## src/rtl/fetch_pkg.sv

```systemverilog
// Shared definitions for the instruction fetch sequencer: FSM state
// encoding and the instruction register function-select codes.
package fetch_pkg;

   // Fetch sequencer states, in the order a fetch walks through them
   typedef enum logic [2:0] {
      S_IDLE  = 3'd0,
      S_CLR   = 3'd1,
      S_RD_LO = 3'd2,
      S_WR_LO = 3'd3,
      S_RD_HI = 3'd4,
      S_WR_HI = 3'd5,
      S_DONE  = 3'd6
   } fetch_state_t;

   // IR function select codes; the sequencer only ever issues clear and load
   localparam logic [1:0] FS_CLR  = 2'b00;
   localparam logic [1:0] FS_LOAD = 2'b01;
   localparam logic [1:0] FS_DEC  = 2'b10;
   localparam logic [1:0] FS_INC  = 2'b11;

   // True for the function selects the fetch sequencer is allowed to drive
   function automatic logic funsel_is_fetch_code(input logic [1:0] fs);
      return (fs == FS_CLR) || (fs == FS_LOAD);
   endfunction

   // True for the IR codes owned by the execute stage, never by fetch
   function automatic logic funsel_is_exec_code(input logic [1:0] fs);
      return (fs == FS_DEC) || (fs == FS_INC);
   endfunction

endpackage

```

## src/rtl/fetch_watchdog.sv

```systemverilog
// Per-read wait counter for the fetch sequencer. The count is held at zero
// while no read is active, so it restarts on every entry to a read state,
// and it advances on each cycle the memory has not answered. The expiry
// flag rises in the cycle in which the count would reach TIMEOUT_CYCLES;
// a mem_valid in that same cycle suppresses expiry.
module fetch_watchdog #(
   parameter int TIMEOUT_CYCLES = 15
) (
   input  logic clk,
   input  logic rst,
   input  logic active,
   input  logic mem_valid,
   output logic expired
);

   localparam int CW = $clog2(TIMEOUT_CYCLES + 1);

   logic [CW-1:0] cnt;

   // Wait counter: cleared outside reads, counts cycles without mem_valid
   always_ff @(posedge clk) begin
      if (rst || !active) begin
         cnt <= '0;
      end else if (!mem_valid) begin
         cnt <= cnt + CW'(1);
      end
   end

   assign expired = active && !mem_valid && (cnt == CW'(TIMEOUT_CYCLES - 1));

endmodule

```

## src/rtl/ir_fetch_ctrl.sv

```systemverilog
// Instruction fetch sequencer feeding a 16-bit IR through its half-load
// port: clear the IR, read/load the low byte at pc, read/load the high byte
// at pc+1, then advance pc by 2 and pulse fetch_done.
// Optional feature macro FETCH_TIMEOUT_EN: bounds each byte read to
// TIMEOUT_CYCLES wait cycles and reports an aborted fetch on fetch_err.
// Handshake: mem_rd/mem_addr form a request held stable until the memory
// returns mem_valid; mem_valid is ignored whenever mem_rd is low.
module ir_fetch_ctrl
   import fetch_pkg::*;
#(
   parameter int            AW             = 16,
   parameter logic [AW-1:0] RESET_PC       = '0,
   parameter int            TIMEOUT_CYCLES = 15
) (
   input  logic          clk,
   input  logic          rst,
   input  logic          fetch_start,
   input  logic          pc_ld,
   input  logic [AW-1:0] pc_in,
   output logic [AW-1:0] pc,
   output logic          busy,
   output logic          fetch_done,
   output logic          fetch_err,
   output logic          mem_rd,
   output logic [AW-1:0] mem_addr,
   input  logic [7:0]    mem_data,
   input  logic          mem_valid,
   output logic [7:0]    ir_i_half,
   output logic [1:0]    ir_funsel,
   output logic          ir_e,
   output logic          ir_l_h
);

   fetch_state_t state_q, state_d;
   logic [7:0]   byte_q;
   logic         in_read;
   logic         expired;

   assign in_read = (state_q == S_RD_LO) || (state_q == S_RD_HI);

`ifdef FETCH_TIMEOUT_EN
   logic err_q;

   fetch_watchdog #(
      .TIMEOUT_CYCLES (TIMEOUT_CYCLES)
   ) u_watchdog (
      .clk       (clk),
      .rst       (rst),
      .active    (in_read),
      .mem_valid (mem_valid),
      .expired   (expired)
   );

   // Abort flag: set when a read expires, cleared when the next fetch begins
   always_ff @(posedge clk) begin
      if (rst) begin
         err_q <= 1'b0;
      end else if (state_q == S_IDLE) begin
         err_q <= 1'b0;
      end else if (in_read && expired) begin
         err_q <= 1'b1;
      end
   end

   assign fetch_err = (state_q == S_DONE) && err_q;
`else
   // Without the watchdog a read never expires; the term only keeps the
   // parameter referenced and folds to zero.
   assign expired   = 1'b0 & (TIMEOUT_CYCLES < 0);
   assign fetch_err = 1'b0;
`endif

   // State register
   always_ff @(posedge clk) begin
      if (rst) begin
         state_q <= S_IDLE;
      end else begin
         state_q <= state_d;
      end
   end

   // Next-state logic and output decode from the registered state
   always_comb begin
      state_d    = state_q;
      busy       = (state_q != S_IDLE);
      fetch_done = 1'b0;
      mem_rd     = 1'b0;
      mem_addr   = '0;
      ir_e       = 1'b0;
      ir_funsel  = FS_CLR;
      ir_l_h     = 1'b0;
      case (state_q)
         S_IDLE: begin
            if (fetch_start) state_d = S_CLR;
         end
         S_CLR: begin
            ir_e    = 1'b1;
            state_d = S_RD_LO;
         end
         S_RD_LO: begin
            mem_rd   = 1'b1;
            mem_addr = pc;
            if (mem_valid)    state_d = S_WR_LO;
            else if (expired) state_d = S_DONE;
         end
         S_WR_LO: begin
            ir_e      = 1'b1;
            ir_funsel = FS_LOAD;
            state_d   = S_RD_HI;
         end
         S_RD_HI: begin
            mem_rd   = 1'b1;
            mem_addr = pc + AW'(1);
            if (mem_valid)    state_d = S_WR_HI;
            else if (expired) state_d = S_DONE;
         end
         S_WR_HI: begin
            ir_e      = 1'b1;
            ir_funsel = FS_LOAD;
            ir_l_h    = 1'b1;
            state_d   = S_DONE;
         end
         S_DONE: begin
            fetch_done = 1'b1;
            state_d    = S_IDLE;
         end
         default: state_d = S_IDLE;
      endcase
   end

   // Program counter: load only when idle and not starting, advance on success
   always_ff @(posedge clk) begin
      if (rst) begin
         pc <= RESET_PC;
      end else if (state_q == S_IDLE) begin
         if (!fetch_start && pc_ld) pc <= pc_in;
      end else if ((state_q == S_DONE) && !fetch_err) begin
         pc <= pc + AW'(2);
      end
   end

   // Captured read byte; it stays on ir_i_half until the next capture
   always_ff @(posedge clk) begin
      if (rst) begin
         byte_q <= '0;
      end else if (in_read && mem_valid) begin
         byte_q <= mem_data;
      end
   end

   assign ir_i_half = byte_q;

endmodule
```

## config.mk

```make
export PLATFORM = sky130hd
export DESIGN_NAME = ir_fetch_ctrl
export DESIGN_NICKNAME = d
export VERILOG_FILES = /design/src/rtl/fetch_pkg.sv /design/src/rtl/fetch_watchdog.sv /design/src/rtl/ir_fetch_ctrl.sv
export SDC_FILE = /design/constraint.sdc
export NUM_CORES = 1
export LEC_CHECK = 0
export ABC_CLOCK_PERIOD_IN_PS = 4230
export BUFFER_PORTS_ARGS = -buffer_cell sky130_fd_sc_hd__buf_2
export CAP_MARGIN = 20
export CORE_MARGIN = 2
export CORE_UTILIZATION = 53
export DETAILED_ROUTE_END_ITERATION = 10
export PLACE_DENSITY = 0.85
export SYNTH_ARGS = -nofsm -noshare
export SYNTH_HDL_FRONTEND = slang
export SYNTH_SLANG_ARGS = --single-unit
```

## constraint.sdc

```tcl
create_clock -name clk -period 4.23 [get_ports clk]
set_input_delay 0.423 -clock clk [delete_from_list [all_inputs] [get_ports clk]]
set_output_delay 0.423 -clock clk [all_outputs]
set_load 0.01 [all_outputs]
```

==> impl_metrics.py <==
metrics = {
    "outcome": {
        "run_status": "complete, no violations",
    },
    "cells_and_area": {
        "drive_above_1_share": 0.299,
        "area_grow_syn2layout_pct": 17.1,
        "fin_cells": 366,
        "num_antenna_cells": 0,
        "nets": 350,
        "finalCoreUtilization": 0.645,
        "multi_input_comb_area_sq_um": 1270,
        "filler_cell_count": 365,
        "layout.area.seq_sq_um": 541,
    },
    "timing": {
        "fin_worst_skew_ps": 7.02,
        "tightest_slew_ps": 657,
        "max_freq_mhz": 361,
        "timing.final.ws_setup_ps": 1460,
        "slew_viol_final": 0,
        "grt_setup_unrepaired": "no",
        "fin_tns_setup_ps": 0,
        "setup_viol": 0,
        "finalWorstPathRequiredPeriod_ps": 2770,
        "hold_violations": 0,
        "whs_ps": 360,
        "layout_worst_path_cycle_share": 0.654,
        "max_slew_headroom_at_the_worst_pin": 0.562,
    },
    "global_routing": {
        "antenna_found_initial": 0,
        "grt_overflow": 0,
        "grt_util_all_layers": 0.274,
        "grt_pass1_vias": 2089,
        "grt_max_degree": 31,
        "grt_pass1_wl_um": 9330,
    },
    "drt": {
        "drc": 0,
        "detailroute.via_count": 2261,
        "drt_iter0_markers": 262,
        "route.final.wire_length_um": 5820,
        "post_drt_via_cell_ratio": 6.18,
        "detail_route.first_pass.iterations": 6,
        "ant_nets": 0,
        "routed_wire_length_per_instance_um": 15.9,
    },
    "clocking": {
        "insertion_delay_ps": 290,
        "worst_setup_hold_path_clk_slew_ps": 100,
        "cts-resized-gates": 0,
        "cts_num_sinks": 27,
        "cts-buffers-inserted": 3,
        "cts_root_buffer": "sky130_fd_sc_hd__clkbuf_8",
        "cts_hold_repair_buffers": 0,
        "cts_buffer_depth": 2,
        "post_cts_buffers": 0,
        "cts-htree-levels": 1,
        "tritoncts": "built",
    },
    "die": {
        "initial_standard_cell_utilization_of_the_core": 0.551,
        "die_y_um": 65.5,
        "ports": 77,
        "die_footprint_sq_um": 4290,
        "floorplan_die_width_um": 65.5,
        "design.core.area_sq_um": 3630,
        "rows": 22,
    },
    "critical_path": {
        "critical_path.max_fanout": 8,
        "critical_path_cell_by_cell": "ha_1 > nand3_2 > nor4_1 > a31oi_1 > a31oi_1 > buf_2",
        "timing.critical_path.arrival_ps": 2340,
        "startpoint_type": "flip-flop",
        "top_family_by_delay_on_critical_path": "simple AND/OR/NAND/NOR gates",
        "crit_start": "pc[1]",
        "critPathBufInv": 1,
        "critical_path_class": "reg -> out",
        "worst_path_most_repeated_cell": "sky130_fd_sc_hd__a31oi_1",
        "timing.rr.start": "state_q[2]",
        "max_stage_delay_ps": 620,
        "critical-path-slowest-cell": "sky130_fd_sc_hd__nor4_1",
        "cp-end-kind": "primary output",
        "critPathRequiredTime_ps": 3810,
    },
    "synth": {
        "synth.yosys.seq_area_share": 0.270,
        "ys_types": 54,
        "synth.ff_latch_count": 27,
        "syn_area_sq_um": 2000,
        "synth_top_cell_by_area": "sky130_fd_sc_hd__dfxtp_1",
        "dominantRegCellSynth": "sky130_fd_sc_hd__dfxtp_1",
        "synth_async_sr_flop_share": 0,
        "syn-mean-instance-area_sq_um": 7.64,
        "yosys.cell_count.top_type": "sky130_fd_sc_hd__dfxtp_1",
        "syn-instance-count": 262,
        "synth_enable_flop_cells": 0,
        "synth_warnings": 0,
        "synth.top_cells.by_area": "sky130_fd_sc_hd__dfxtp_1, sky130_fd_sc_hd__o21ai_0, sky130_fd_sc_hd__mux2i_1",
        "ys_top_cells_by_count": "sky130_fd_sc_hd__dfxtp_1, sky130_fd_sc_hd__o21ai_0, sky130_fd_sc_hd__nand2_1, sky130_fd_sc_hd__nor2_1, sky130_fd_sc_hd__a21oi_1",
        "yosysTopAreaCellShare": 0.270,
    },
    "worst_hold_path": {
        "hold_path_startpoint": "mem_data[5]",
        "holdCritPathClass": "in -> reg",
    },
    "power": {
        "clkPwrFrac": 0.258,
        "power_frac_comb": 0.263,
        "power-per-cell-area_nw_per_um2": 266,
        "p_sw_mw": 0.217,
        "p_int_mw": 0.406,
        "power.share.switching": 0.348,
        "ir_worst_vdd_v": 0.000226,
        "power_leakage_nw": 1.12,
        "power.share.sequential": 0.480,
    },
    "place": {
        "dp_slack_ps": 1830,
        "io_buffers": 74,
        "gp_congestion": 0.920,
        "dpl_cells": 362,
        "detailed_place_hpwl_um": 4070,
    },
    "job": {
        "max_cap_viol_count": 0,
    },
}
## layout make-up
class / count / area share
clock buffers: 3 / 0.0176
multi-input cells: 202 / 0.542
repair buffers: 77 / 0.168
well taps: 48 / 0.0256
clock inverters: 1 / 0.00374
inverters: 8 / 0.0128
flip-flops and latches: 27 / 0.231
## tightest hold or removal path, delay by kind of cell
kind	cells	cell delay [ps]
buffers and inverters	1	70
AND/OR/NAND/NOR	1	70
multiplexers	1	50
## final timing paths
path / end / slack [ps] / depth (start not counted)
min reg2reg: ir_i_half[5] / 510 / 2
max: mem_addr[15] / 1460 / 6
min: ir_i_half[5] / 360 / 3
max reg2reg: pc[15] / 2010 / 4
## state kept, by name (all words and copies together) (netlist names)
name       cells
pc            16
ir_i_half      8
state_q        3
## stage by stage
stage / instance area, sq um / total power [mW]
3_3_place_gp: 2290 / 0.460
2_1_floorplan: 2010 / 0.418
5_1_grt: 2340 / 0.657
6_report: 2340 / 0.623
3_5_place_dp: 2290 / 0.465
4_1_cts: 2340 / 0.624
## cell usage in the layout, fill, tap and decap left out, drive strengths merged, types with 4 or more instances in the layout
master and instances:
nand3 8, and3 7, nand4 7, a21o 4, mux2i 10, nand2 22
o21ai 29, a32o 4, buf 77, dfxtp 27, nor2 21, a31oi 11
nor3 6, inv 9, a21oi 17, and2 9
## cells by family after synthesis
| kind of cell | count (synthesis) | synth area share |
|---|---|---|
| buffers and inverters | 34 | 0.0994 |
| and+or+nand+nor | 97 | 0.258 |
| adders and majority gates | 2 | 0.0125 |
| muxes | 10 | 0.0500 |
| xor gates and xnor gates | 3 | 0.0131 |
| DFF | 27 | 0.270 |
| AOI/OAI and AO/OA | 88 | 0.296 |
| other | 1 | 0.00187 |
## per-layer routing
metal  up-vias  routed length (um)  track usage
li1       1080                   -            -
met2       129                2870        0.471
met5         -                   0            0
met3        14                 497       0.0428
met1      1038                2340        0.337
met4         0                 104        0.117
## power by group through the flow
| stage | combinational (mW) | sequential (mW) | clock, mW |
|---|---|---|---|
| final | 0.164 | 0.299 | 0.160 |
| after global routing | 0.181 | 0.302 | 0.175 |
| after CTS | 0.163 | 0.297 | 0.164 |
| after detailed placement | 0.162 | 0.303 | 0 |
| after global placement | 0.158 | 0.302 | 0 |
| after floorplan | 0.124 | 0.294 | 0 |
Note: power is estimated with default switching activity, not from simulation.
